==> config.mk <==
export PLATFORM = sky130hd
export DESIGN_NAME = calc_sequencer_flat
export DESIGN_NICKNAME = d
export VERILOG_FILES = /design/src/rtl/calc_pkg.sv /design/src/rtl/calc_sequencer_if.sv /design/src/rtl/bcd_accum.sv /design/src/rtl/calc_sequencer.sv /design/src/flat_wrapper.sv
export SDC_FILE = /design/constraint.sdc
export NUM_CORES = 1
export LEC_CHECK = 0
export ABC_AREA = 0
export BUFFER_PORTS_ARGS = -buffer_cell sky130_fd_sc_hd__buf_2
export CORE_ASPECT_RATIO = 1.4
export CORE_MARGIN = 1.5
export CORE_UTILIZATION = 43
export DETAILED_ROUTE_END_ITERATION = 10
export GPL_TIMING_DRIVEN = 1
export MAX_ROUTING_LAYER = met4
export SYNTH_ARGS = -nofsm -noshare
export SYNTH_HDL_FRONTEND = slang
export SYNTH_SLANG_ARGS = --single-unit
==> constraint.sdc <==
create_clock -name clk -period 5.8 [get_ports clk]
set_clock_uncertainty 0.15 [all_clocks]
set_input_delay 0.29 -clock clk [delete_from_list [all_inputs] [get_ports clk]]
set_output_delay 0.29 -clock clk [all_outputs]
set_load 0.02 [all_outputs]
==> src/rtl/calc_pkg.sv <==
// Shared types and constants for the calculator command sequencer.
package calc_pkg;

    typedef enum logic [2:0] {
        IDLE = 3'd0,
        A    = 3'd1,
        OP   = 3'd2,
        B    = 3'd3,
        EXEC = 3'd4,
        WB   = 3'd5
    } state_t;

    localparam logic [3:0] OP_ADD    = 4'd0;
    localparam logic [3:0] OP_SUB    = 4'd1;
    localparam logic [3:0] OP_MUL    = 4'd2;
    localparam logic [3:0] OP_AND    = 4'd3;
    localparam logic [3:0] MAX_DIGIT = 4'd9;

    function automatic logic one_class(input logic dig, input logic op, input logic rsel);
        return (dig & ~op & ~rsel) | (~dig & op & ~rsel) | (~dig & ~op & rsel);
    endfunction

endpackage

==> src/rtl/calc_sequencer_if.sv <==
// Keypad, ALU handshake and register-file write bundle around the sequencer.
interface calc_sequencer_if #(
    parameter int DATA_W = 8,
    parameter int REG_AW = 2
);
    logic              key_strobe;
    logic              isdig;
    logic              isop;
    logic              isreg;
    logic [3:0]        key_val;
    logic              alu_start;
    logic [3:0]        alu_op;
    logic [DATA_W-1:0] alu_a;
    logic [DATA_W-1:0] alu_b;
    logic              alu_done;
    logic [DATA_W-1:0] alu_result;
    logic              rf_we;
    logic [REG_AW-1:0] rf_waddr;
    logic [DATA_W-1:0] rf_wdata;
    logic              result_ready;
    logic              busy;
    logic              err;

    modport slave (
        input  key_strobe, isdig, isop, isreg, key_val, alu_done, alu_result,
        output alu_start, alu_op, alu_a, alu_b, rf_we, rf_waddr, rf_wdata,
               result_ready, busy, err
    );

    modport master (
        output key_strobe, isdig, isop, isreg, key_val, alu_done, alu_result,
        input  alu_start, alu_op, alu_a, alu_b, rf_we, rf_waddr, rf_wdata,
               result_ready, busy, err
    );
endinterface

==> src/rtl/bcd_accum.sv <==
// Decimal operand accumulator: builds a value one digit at a time, up to DIGITS digits.
module bcd_accum #(
    parameter  int DATA_W = 8,
    parameter  int DIGITS = 2,
    localparam int CNT_W  = $clog2(DIGITS + 1)
) (
    input  logic              clk,
    input  logic              rst,
    input  logic              clear,
    input  logic              load_digit,
    input  logic [3:0]        digit,
    output logic [DATA_W-1:0] value,
    output logic [CNT_W-1:0]  count,
    output logic              full
);
    localparam int EXT_W = DATA_W + 4;

    logic [DATA_W-1:0] value_q;
    logic [CNT_W-1:0]  count_q;
    logic [EXT_W-1:0]  value_d;

    // Extra 4 bits keep acc*10+d exact before truncating back to DATA_W.
    assign value_d = (count_q == '0) ? EXT_W'(digit)
                                     : EXT_W'(value_q) * EXT_W'(10) + EXT_W'(digit);

    always_ff @(posedge clk) begin
        if (rst || clear) begin
            value_q <= '0;
            count_q <= '0;
        end else if (load_digit && !full) begin
            value_q <= DATA_W'(value_d);
            count_q <= count_q + CNT_W'(1);
        end
    end

    assign value = value_q;
    assign count = count_q;
    assign full  = (count_q == CNT_W'(DIGITS));

endmodule

==> src/rtl/calc_sequencer.sv <==
// Sequences one keypad command (A op B reg, or A reg) through the ALU into the register file.
//   state | meaning
//   IDLE  | waiting for first digit of A
//   A     | collecting operand A digits
//   OP    | operator latched, waiting for first digit of B
//   B     | collecting operand B digits
//   EXEC  | alu_start held until alu_done
//   WB    | one-cycle register-file write
module calc_sequencer
    import calc_pkg::*;
#(
    parameter int DATA_W = 8,
    parameter int DIGITS = 2,
    parameter int REG_AW = 2
) (
    input logic             clk,
    input logic             rst,
    calc_sequencer_if.slave bus
);
    localparam int CNT_W = $clog2(DIGITS + 1);

    state_t            state_q;
    logic [3:0]        op_q;
    logic [DATA_W-1:0] alu_a_q;
    logic [DATA_W-1:0] alu_b_q;
    logic              alu_start_q;
    logic              rf_we_q;
    logic [REG_AW-1:0] rf_waddr_q;
    logic [DATA_W-1:0] rf_wdata_q;
    logic              result_ready_q;
    logic              busy_q;
    logic              err_q;

    logic [DATA_W-1:0] val_a, val_b;
    logic [CNT_W-1:0]  count_a, count_b;
    logic              full_a, full_b;
    logic              in_busy, key_ok, key_bad, dig_ok, dig_bad, op_k, reg_k;
    logic              load_a, load_b, clear_acc;
    logic              unused_cnt;

    assign in_busy = (state_q == EXEC) || (state_q == WB);
    assign key_ok  = bus.key_strobe && !in_busy && one_class(bus.isdig, bus.isop, bus.isreg);
    assign key_bad = bus.key_strobe && !in_busy && !one_class(bus.isdig, bus.isop, bus.isreg);
    assign dig_ok  = key_ok && bus.isdig && (bus.key_val <= MAX_DIGIT);
    assign dig_bad = key_ok && bus.isdig && (bus.key_val > MAX_DIGIT);
    assign op_k    = key_ok && bus.isop;
    assign reg_k   = key_ok && bus.isreg;

    assign load_a    = dig_ok && ((state_q == IDLE) || (state_q == A));
    assign load_b    = dig_ok && ((state_q == OP) || (state_q == B));
    assign clear_acc = (state_q == WB);
    assign unused_cnt = ^{count_a, count_b};

    bcd_accum #(.DATA_W(DATA_W), .DIGITS(DIGITS)) u_acc_a (
        .clk        (clk),
        .rst        (rst),
        .clear      (clear_acc),
        .load_digit (load_a),
        .digit      (bus.key_val),
        .value      (val_a),
        .count      (count_a),
        .full       (full_a)
    );

    bcd_accum #(.DATA_W(DATA_W), .DIGITS(DIGITS)) u_acc_b (
        .clk        (clk),
        .rst        (rst),
        .clear      (clear_acc),
        .load_digit (load_b),
        .digit      (bus.key_val),
        .value      (val_b),
        .count      (count_b),
        .full       (full_b)
    );

    always_ff @(posedge clk) begin
        if (rst) begin
            state_q        <= IDLE;
            op_q           <= OP_ADD;
            alu_a_q        <= '0;
            alu_b_q        <= '0;
            alu_start_q    <= 1'b0;
            rf_we_q        <= 1'b0;
            rf_waddr_q     <= '0;
            rf_wdata_q     <= '0;
            result_ready_q <= 1'b0;
            busy_q         <= 1'b0;
            err_q          <= 1'b0;
        end else begin
            rf_we_q        <= 1'b0;
            result_ready_q <= 1'b0;
            err_q          <= key_bad || dig_bad;
            case (state_q)
                IDLE: begin
                    if (dig_ok)
                        state_q <= A;
                    else if (op_k || reg_k)
                        err_q <= 1'b1;
                end
                A: begin
                    if (dig_ok && full_a) begin
                        err_q <= 1'b1;
                    end else if (op_k) begin
                        op_q    <= bus.key_val;
                        state_q <= OP;
                    end else if (reg_k) begin
                        rf_waddr_q     <= bus.key_val[REG_AW-1:0];
                        rf_wdata_q     <= val_a;
                        rf_we_q        <= 1'b1;
                        result_ready_q <= 1'b1;
                        busy_q         <= 1'b1;
                        state_q        <= WB;
                    end
                end
                OP: begin
                    if (dig_ok)
                        state_q <= B;
                    else if (op_k)
                        op_q <= bus.key_val;
                    else if (reg_k)
                        err_q <= 1'b1;
                end
                B: begin
                    if ((dig_ok && full_b) || op_k) begin
                        err_q <= 1'b1;
                    end else if (reg_k) begin
                        rf_waddr_q  <= bus.key_val[REG_AW-1:0];
                        alu_a_q     <= val_a;
                        alu_b_q     <= val_b;
                        alu_start_q <= 1'b1;
                        busy_q      <= 1'b1;
                        state_q     <= EXEC;
                    end
                end
                EXEC: begin
                    if (alu_start_q && bus.alu_done) begin
                        rf_wdata_q     <= bus.alu_result;
                        rf_we_q        <= 1'b1;
                        result_ready_q <= 1'b1;
                        alu_start_q    <= 1'b0;
                        state_q        <= WB;
                    end
                end
                WB: begin
                    busy_q  <= 1'b0;
                    state_q <= IDLE;
                end
                default: state_q <= IDLE;
            endcase
        end
    end

    assign bus.alu_start    = alu_start_q;
    assign bus.alu_op       = op_q;
    assign bus.alu_a        = alu_a_q;
    assign bus.alu_b        = alu_b_q;
    assign bus.rf_we        = rf_we_q;
    assign bus.rf_waddr     = rf_waddr_q;
    assign bus.rf_wdata     = rf_wdata_q;
    assign bus.result_ready = result_ready_q;
    assign bus.busy         = busy_q;
    assign bus.err          = err_q;

endmodule

==> src/flat_wrapper.sv <==
// flat-port wrapper written by rule: the top's interface ports become plain ports
module calc_sequencer_flat import calc_pkg::*;
#(
    parameter int DATA_W = 8,
    parameter int DIGITS = 2,
    parameter int REG_AW = 2
)
  (clk, rst, bus_key_strobe, bus_isdig, bus_isop, bus_isreg, bus_key_val, bus_alu_done, bus_alu_result, bus_alu_start, bus_alu_op, bus_alu_a, bus_alu_b, bus_rf_we, bus_rf_waddr, bus_rf_wdata, bus_result_ready, bus_busy, bus_err);
  calc_sequencer_if #(.DATA_W(DATA_W), .REG_AW(REG_AW)) bus_i ();
  input logic clk;
  input logic rst;
  input wire logic [$bits(bus_i.key_strobe)-1:0] bus_key_strobe;
  input wire logic [$bits(bus_i.isdig)-1:0] bus_isdig;
  input wire logic [$bits(bus_i.isop)-1:0] bus_isop;
  input wire logic [$bits(bus_i.isreg)-1:0] bus_isreg;
  input wire logic [$bits(bus_i.key_val)-1:0] bus_key_val;
  input wire logic [$bits(bus_i.alu_done)-1:0] bus_alu_done;
  input wire logic [$bits(bus_i.alu_result)-1:0] bus_alu_result;
  output wire logic [$bits(bus_i.alu_start)-1:0] bus_alu_start;
  output wire logic [$bits(bus_i.alu_op)-1:0] bus_alu_op;
  output wire logic [$bits(bus_i.alu_a)-1:0] bus_alu_a;
  output wire logic [$bits(bus_i.alu_b)-1:0] bus_alu_b;
  output wire logic [$bits(bus_i.rf_we)-1:0] bus_rf_we;
  output wire logic [$bits(bus_i.rf_waddr)-1:0] bus_rf_waddr;
  output wire logic [$bits(bus_i.rf_wdata)-1:0] bus_rf_wdata;
  output wire logic [$bits(bus_i.result_ready)-1:0] bus_result_ready;
  output wire logic [$bits(bus_i.busy)-1:0] bus_busy;
  output wire logic [$bits(bus_i.err)-1:0] bus_err;
  assign bus_i.key_strobe = bus_key_strobe;
  assign bus_i.isdig = bus_isdig;
  assign bus_i.isop = bus_isop;
  assign bus_i.isreg = bus_isreg;
  assign bus_i.key_val = bus_key_val;
  assign bus_i.alu_done = bus_alu_done;
  assign bus_i.alu_result = bus_alu_result;
  assign bus_alu_start = bus_i.alu_start;
  assign bus_alu_op = bus_i.alu_op;
  assign bus_alu_a = bus_i.alu_a;
  assign bus_alu_b = bus_i.alu_b;
  assign bus_rf_we = bus_i.rf_we;
  assign bus_rf_waddr = bus_i.rf_waddr;
  assign bus_rf_wdata = bus_i.rf_wdata;
  assign bus_result_ready = bus_i.result_ready;
  assign bus_busy = bus_i.busy;
  assign bus_err = bus_i.err;
  calc_sequencer #(.DATA_W(DATA_W), .DIGITS(DIGITS), .REG_AW(REG_AW)) u_core (.clk(clk), .rst(rst), .bus(bus_i));
endmodule
[After elaboration in Yosys (flattened, before gate mapping)]
Cells that the tools add are included.
Word-level totals
  bits of input ports: 19
  register bits after elaboration: 57
Cells by class
  add/subtract/negate cells: 4
  order comparisons: 2
  equality and inequality tests: 17
  bitwise logic cells: 12
  multiplexer cells: 47
  reductions and logical operators: 41
  multiply operators: 2
Operators with widths (number)
  $mux 8: 6
  $mux 3: 8
  $mux 1: 18
  $add 8x4->8: 2
  $mul 8x3->7 const B: 2
  $pmux 8 s2: 1
  $logic_and 1x1->1: 15
  $pmux 3 s5: 1
  $mux 4: 3
  $reduce_and 4->1: 3
  $ne 2x2->1 const B: 5
  $mux 2: 4
  $ne 2x1->1 const B: 4
  $pmux 4 s2: 1
  $reduce_bool 2->1: 4
  $logic_or 1x1->1: 7
  $reduce_and 7->1: 1
  $and 1x1->1: 6
  $eq 3x2->1 const B: 2
  $eq 3x3->1 const B: 2
  $reduce_and 3->1: 2
  $reduce_and 5->1: 1
  $add 2x1->2 const B: 2
  $eq 2x2->1 const B: 2
  other kinds (14): 23

[Longest topological paths before layout]
Gate-level depths: netlist (run 1).
  word-level depth: 13
  mapped depth: 8
  depth with buffers taken out: 8

[Modules after synthesis]
From an unflattened synthesis (run 1), not the netlist that was laid out.
Unflattened totals
  cells, all modules: 348
  area total of the unflattened synthesis: 3234.4 sq um
Modules (own cells, without submodules)
  calc_sequencer: cells an instance 178, times used 1, sequential area each 740.7 sq um, area an instance 1730.4 sq um
  bcd_accum: cells an instance 85, times used 2, sequential area each 200.2 sq um, area an instance 752.0 sq um

[Least setup slack after synthesis (run 1)]
OpenSTA, ideal clock, no wires.
  path type: reg2reg
  start point: register u_core.u_acc_a.value_q[1] (netlist: u_core.u_acc_a.value[1])
  end point: register u_core.u_acc_a.value_q[7] (netlist: u_core.u_acc_a.value[7])
  cell stages (with the launch flop): 9
  setup slack: 3.535 ns
  period minus slack after synthesis: 2.265 ns
  data arrival time: 1.997 ns
  library setup time: 0.117 ns
  required time: 5.533 ns
  cells stage by stage: dfxtp_1 ha_1 ha_1 fa_1 xor2_1 o2111ai_1 xnor2_1 mux2i_1 nand2_1
On the way
  longest elaborated chain between the ends: 3
RTL lines
  start, declared: RTL line bcd_accum.sv:18  | logic [DATA_W-1:0] value_q;
  start signal, assigned: RTL line bcd_accum.sv:31  | value_q <= DATA_W'(value_d);
  $mul 8x3->7: RTL line bcd_accum.sv:24  | : EXT_W'(value_q) * EXT_W'(10) + EXT_W'(digit);
  $add 8x4->8: RTL line bcd_accum.sv:24
  $mux 8: RTL line bcd_accum.sv:23  | assign value_d = (count_q == '0) ? EXT_W'(digit)
Every way passes these cells.
A chain may end at the register's enable or synchronous reset.

[Worst setup path in the final report (run 1)]
Ends and elaborated chain as after synthesis.

==> impl_metrics.json, run 1 <==
{
  "status": "completed",
  "grt_pass1_vias": 2435,
  "yosys_most_used_dff": "dfxtp_1",
  "io_buffers": 53,
  "syn_inst": 341,
  "async_flop_share": 0,
  "comb_power_share": 0.049,
  "hold_viol": 0,
  "p_int_uw": 672.5,
  "post_drt_wl_per_cell_microns": 14.72,
  "vias_per_cell": 5.236,
  "drt_pass1_iterations": 4,
  "p_sw_uw": 191.6,
  "critical_path_required_ns": 5.89,
  "yosys.area.top_type_share": 0.3602,
  "maxSlewViolCount": 0,
  "drt.antenna.violating_nets": 0,
  "clk_latency_ns": 0.34,
  "fmax_ghz": 0.4076,
  "finalWirelength_mm": 7.171,
  "syn-num-nets": 388,
  "drt-initial-drc-count": 158,
  "final_nets": 434,
  "startpoint_type": "register",
  "gp_congestion": 0.8558,
  "yosysWarnings": 0,
  "syn_to_final_growth_pct": 16.23,
  "crit_type": "reg2reg",
  "setup_tns_ns": 0,
  "route.detailed.drc": 0,
  "cts.path.max_buffers": 2,
  "instances_no_fill": 487,
  "min-delay-start": "bus_alu_result[5]",
  "ys_seq_area_frac": 0.3602,
  "ys_types": 50,
  "hold_path.class": "in2reg",
  "cts_buffers": 9,
  "antenna_cells": 0,
  "clk_pin_slew_ns": 0.07,
  "synth_common_cells": "dfxtp_1, nor2_1, mux2i_1",
  "die_h_microns": 104.6,
  "holdPathStages": 3,
  "netSwitchingFraction": 0.2218,
  "cts_tree": "done",
  "cts_resized": 0,
  "p_per_area_nw_per_um2": 234.7,
  "dp_hpwl_mm": 5.152,
  "leakage_nw": 1.683,
  "setup_viol": 0,
  "grt-ovfl-total": 0,
  "layout_min_cycle_time_ns": 2.453,
  "netlist_top_cells_area": "dfxtp_1, ha_1, mux2i_1",
  "htree_levels": 3,
  "worstPathMaxFanout": 5,
  "crit-reg2reg-capture": "u_core.u_acc_a.value[7]",
  "fillers": 709,
  "core_sq_um": 7027,
  "io_pins": 54,
  "die_x_microns": 75.55,
  "fp.dieArea_sq_um": 7899,
  "tightestPinTransition_ns": 0.8191,
  "clk_root_buffer_cell": "clkbuf_8",
  "arrival_ns": 2.54,
  "pre_cts_slack_ns": 3.346,
  "synth_edf_count": 0,
  "rrSetupSlack_ns": 3.35,
  "slew-limit-headroom": 0.4532,
  "synth_area_sq_um": 3168,
  "ff2ff_path_depth": 8,
  "start_util": 0.4509,
  "placedCellCount": 470,
  "post-route-period-util": 0.4230,
  "r2r-start": "u_core.u_acc_a.value[1]",
  "clock_power_share": 0.493,
  "drv_cap": 0,
  "vdd_drop_max_v": 0.0001402,
  "grt_pass1_wl_mm": 11.67,
  "end_kind": "register",
  "vias": 2550,
  "yosysTopAreaCell": "dfxtp_1",
  "yosys_register_bits": 57,
  "layout-drive-gt1-share": 0.2066,
  "rsz0062_at_grt": "no",
  "clock-sinks": 57,
  "grt_max_degree": 39,
  "finalWorstSetupSlack_ns": 3.347,
  "rows": 36,
  "antenna_found_initial": 0,
  "hold-path-endpoint": "u_core.bus.rf_wdata[5]",
  "track_usage": 0.2002,
  "finalPower_uw": 864.1,
  "syn_avg_cell_area_sq_um": 9.290,
  "p_seq_frac": 0.458
}
-- how the worst max path moves through the flow --
| stage | from | to | cells after the start |
|---|---|---|---|
| global placement | u_core.u_acc_a.value[1] | u_core.u_acc_a.value[7] | 8 |
| CTS | u_core.u_acc_a.value[1] | u_core.u_acc_a.value[7] | 8 |
| floorplan | u_core.u_acc_a.value[1] | u_core.u_acc_a.value[7] | 8 |
| global route | u_core.u_acc_a.value[1] | u_core.u_acc_a.value[7] | 8 |
| detailed placement | u_core.u_acc_a.value[1] | u_core.u_acc_a.value[7] | 8 |
| finish | u_core.u_acc_a.value[1] | u_core.u_acc_a.value[7] | 8 |
-- kinds of logic (layout without fill, tap and decap cells) --
| logic type | Yosys count | after routing | share of synthesized area |
|---|---|---|---|
| flip-flops | 57 | 57 | 0.3602 |
| adder cells (fa/ha/maj) | 28 | 28 | 0.1201 |
| XOR/XNOR | 20 | 20 | 0.05529 |
| multiplexers | 27 | 27 | 0.08531 |
| AND/OR/NAND/NOR | 119 | 119 | 0.1987 |
| buffers and inverters | 30 | 81 | 0.04739 |
| AO/OA/AOI/OAI | 60 | 60 | 0.1331 |
-- power groups by stage --
stage               combinational, mW  sequential (mW)  clock (mW)
finish                         0.0423            0.396       0.426
global route                   0.0471            0.396       0.451
CTS                            0.0426            0.395       0.437
detailed placement             0.0420            0.404           0
global placement               0.0417            0.404           0
floorplan                      0.0251            0.404           0
-- critical path: stages, from the launching register on --
cell	delay, ns
dfxtp_1	0.34
ha_1	0.30
ha_1	0.23
fa_1	0.38
xor2_1	0.25
o2111ai_1	0.19
xnor2_1	0.23
mux2i_1	0.20
nand2_1	0.07
-- area by class of cell --
cell class | instances | area [sq um] | share of cell area
Multi-Input combinational cell | 254 | 1877 | 0.5097
Tap cell | 95 | 118.9 | 0.03228
Sequential cell | 57 | 1141 | 0.3099
Inverter | 11 | 41.29 | 0.01121
Clock buffer | 11 | 151.4 | 0.04111
Clock inverter | 5 | 77.57 | 0.02107
Timing Repair Buffer | 54 | 275.3 | 0.07475
-- state kept, by name, summed over array words and instances (netlist names) --
register,count
u_core.bus.err,1
u_core.u_acc_b.count,2
u_core.u_acc_a.count,2
u_core.u_acc_b.value,8
u_core.bus.rf_wdata,8
u_core.bus.rf_we,1
u_core.bus.alu_a,8
u_core.u_acc_a.value,8
u_core.state_q,3
u_core.bus.rf_waddr,2
u_core.bus.alu_start,1
u_core.bus.busy,1
u_core.bus.alu_b,8
u_core.bus.alu_op,4
-- stage by stage --
stage          utilization  hold slack (ns)  instance area, sq um
6_report            0.5240          0.05742                  3682
5_1_grt             0.5240          0.04874                  3682
4_1_cts             0.5240          0.04376                  3682
3_5_place_dp        0.4900           0.3100                  3443
3_3_place_gp        0.4900           0.3054                  3443
2_1_floorplan            -           0.2561                  3168
-- per-layer routing --
metal	wire, microns	track usage	part of all wire
met1	3209	0.2376	0.45
met2	3537	0.3139	0.49
met3	272	0.04243	0.038
met4	151	0.09821	0.021
met5	0	-	0
-- timing repair --
| item | in CTS | in global routing |
|---|---|---|
| hold endpoints to repair | 1 | 0 |
| hold buffers | 1 | 0 |
| buffers inserted | 0 | 0 |
-- placed cells by master (no fill, tap or decap), types with 3 or more instances in the layout --
cell type / instances
mux2i_1: 27
xor2_1: 5
nand2b_1: 3
clkbuf_8: 11
fa_1: 4
xnor2_1: 15
a311oi_1: 7
nor2_1: 57
nand2_1: 22
inv_1: 11
a21oi_1: 14
a21o_1: 3
nand3_1: 7
buf_2: 53
nor4b_1: 4
o21ai_0: 12
ha_1: 24
nor2b_1: 6
a22oi_1: 5
dfxtp_1: 57
a211oi_1: 6
No activity file was read; power rests on OpenSTA's default activity.
==> inputs of run 2 (changes only) <==
- clock period: 5.8 -> 2.41 ns (I/O delays scaled with it)
==> impl_metrics.json, run 2 (synthesis results as in run 1) <==
{
  "status": "completed",
  "dp_hpwl_mm": 5.204,
  "die_x_microns": 75.55,
  "finalWorstSetupSlack_ns": 0.1045,
  "crit_type": "reg2reg",
  "hold_path.class": "in2reg",
  "vias": 2628,
  "pre_cts_slack_ns": 0.02537,
  "drt-initial-drc-count": 151,
  "clk_latency_ns": 0.33,
  "die_h_microns": 104.6,
  "grt_pass1_wl_mm": 12.03,
  "worstPathMaxFanout": 4,
  "hold-path-endpoint": "u_core.bus.alu_op[2]",
  "rows": 36,
  "end_kind": "register",
  "slew-limit-headroom": 0.6485,
  "setup_tns_ns": 0,
  "holdPathStages": 3,
  "grt_max_degree": 38,
  "route.detailed.drc": 0,
  "layout_common_cells": "nor2_1, dfxtp_1, buf_2, mux2i_1, ha_1",
  "core_sq_um": 7027,
  "leakage_nw": 1.810,
  "grt-ovfl-total": 0,
  "track_usage": 0.2018,
  "post_drt_wl_per_cell_microns": 14.29,
  "gp_congestion": 0.8983,
  "cts_buffers": 9,
  "p_per_area_nw_per_um2": 566.4,
  "antenna_cells": 0,
  "final_nets": 459,
  "antenna_found_initial": 0,
  "finalWirelength_mm": 7.314,
  "critical_path_required_ns": 2.48,
  "htree_levels": 3,
  "crit-reg2reg-capture": "u_core.u_acc_b.value[7]",
  "rsz0062_at_grt": "yes",
  "vdd_drop_max_v": 0.0004698,
  "drt.antenna.violating_nets": 0,
  "final_common_cell": "nor2_1",
  "startpoint_type": "register",
  "syn_to_final_growth_pct": 24.96,
  "maxSlewViolCount": 0,
  "r2r-start": "u_core.u_acc_b.value[1]",
  "fmax_ghz": 0.4337,
  "hold_viol": 0,
  "layout_min_cycle_time_ns": 2.306,
  "io_pins": 54,
  "ff2ff_path_depth": 7,
  "vias_per_cell": 5.133,
  "tightestPinTransition_ns": 0.5273,
  "rrSetupSlack_ns": 0.10,
  "post-route-period-util": 0.9566,
  "cts_tree": "done",
  "grt_pass1_vias": 2592,
  "drt_pass1_iterations": 4,
  "drv_cap": 0,
  "start_util": 0.4509,
  "clk_pin_slew_ns": 0.07,
  "min-delay-start": "bus_key_val[2]",
  "fp.dieArea_sq_um": 7899,
  "cts.path.max_buffers": 2,
  "arrival_ns": 2.37,
  "layout-drive-gt1-share": 0.2470,
  "setup_viol": 0,
  "clk_root_buffer_cell": "clkbuf_8",
  "clock-sinks": 57,
  "io_buffers": 53
}
-- run 2: changes by cell type in the layout (fill, tap and decap cells not counted), sizes merged --
cell and change:
dlygate4sd3 +10, clkbuf -1, buf +15, clkinvlp -1
bufinv +2
-- run 2: final cells by class --
cell class	instances	area (sq um)
clock buffer	10	127.6
sequential	57	1144
inverter	11	41.29
clock inverter	6	130.1
timing repair buffer	79	488.0
tap	95	118.9
fill	677	3068
multi-input combinational	254	1909
-- run 2: how the worst max path moves through the flow --
stage                            startpoint                       to  cells past startpoint  slack (ns)
floorplan           u_core.u_acc_a.value[1]  u_core.u_acc_a.value[7]                      8        0.15
global placement    u_core.u_acc_b.value[1]  u_core.u_acc_b.value[7]                      8        0.08
detailed placement  u_core.u_acc_b.value[1]  u_core.u_acc_b.value[7]                      8        0.03
CTS                 u_core.u_acc_b.value[3]  u_core.u_acc_b.value[7]                      8        0.02
global route        u_core.u_acc_b.value[1]  u_core.u_acc_b.value[7]                      7       -0.01
finish              u_core.u_acc_b.value[1]  u_core.u_acc_b.value[7]                      7        0.10
-- run 2: metrics by stage --
| stage | hold WS [ns] | power [mW] | instance area [sq um] | cells | utilization |
|---|---|---|---|---|---|
| global route | 0.05373 | 2.337 | 3959 | 512 | 0.5634 |
| finish | 0.04072 | 2.242 | 3959 | 512 | 0.5634 |
| CTS | 0.03035 | 2.274 | 3916 | 511 | 0.5573 |
| global placement | 0.1916 | 1.084 | 3548 | 484 | 0.5050 |
| detailed placement | 0.1932 | 1.084 | 3548 | 484 | 0.5050 |
| floorplan | 0.08664 | 1.033 | 3168 | 341 | - |
-- run 2: metal layers --
| layer | GRT usage | share of wire | wire length (microns) |
|---|---|---|---|
| met1 | 0.2353 | 0.44 | 3214 |
| met2 | 0.3277 | 0.50 | 3639 |
| met3 | 0.05207 | 0.041 | 298 |
| met4 | 0.07270 | 0.022 | 161 |
| met5 | - | 0 | 0 |
-- run 2: report_power, final --
part           total (mW)  switching, mW  internal, mW  leakage (nW)
combinational       0.127         0.0713        0.0562          1.22
clock                1.16          0.376         0.788         0.130
sequential          0.950        0.00405         0.946         0.460
total                2.24          0.451          1.79          1.81
-- run 2: what timing repair did --
item | CTS | global route
endpoints found under the setup margin | 0 | 2
setup buffers | 0 | 1
hold buffers | 11 | 0
gates resized for setup | 0 | 8
hold endpoints to repair | 11 | 0
-- run 2: worst max-delay path, stage by stage (launching register included) --
cell and delay [ns]:
dfxtp_2 0.34, ha_1 0.30, ha_1 0.24, fa_2 0.58, o2111ai_2 0.13, xnor2_1 0.20
mux2i_1 0.20, nand2_1 0.06
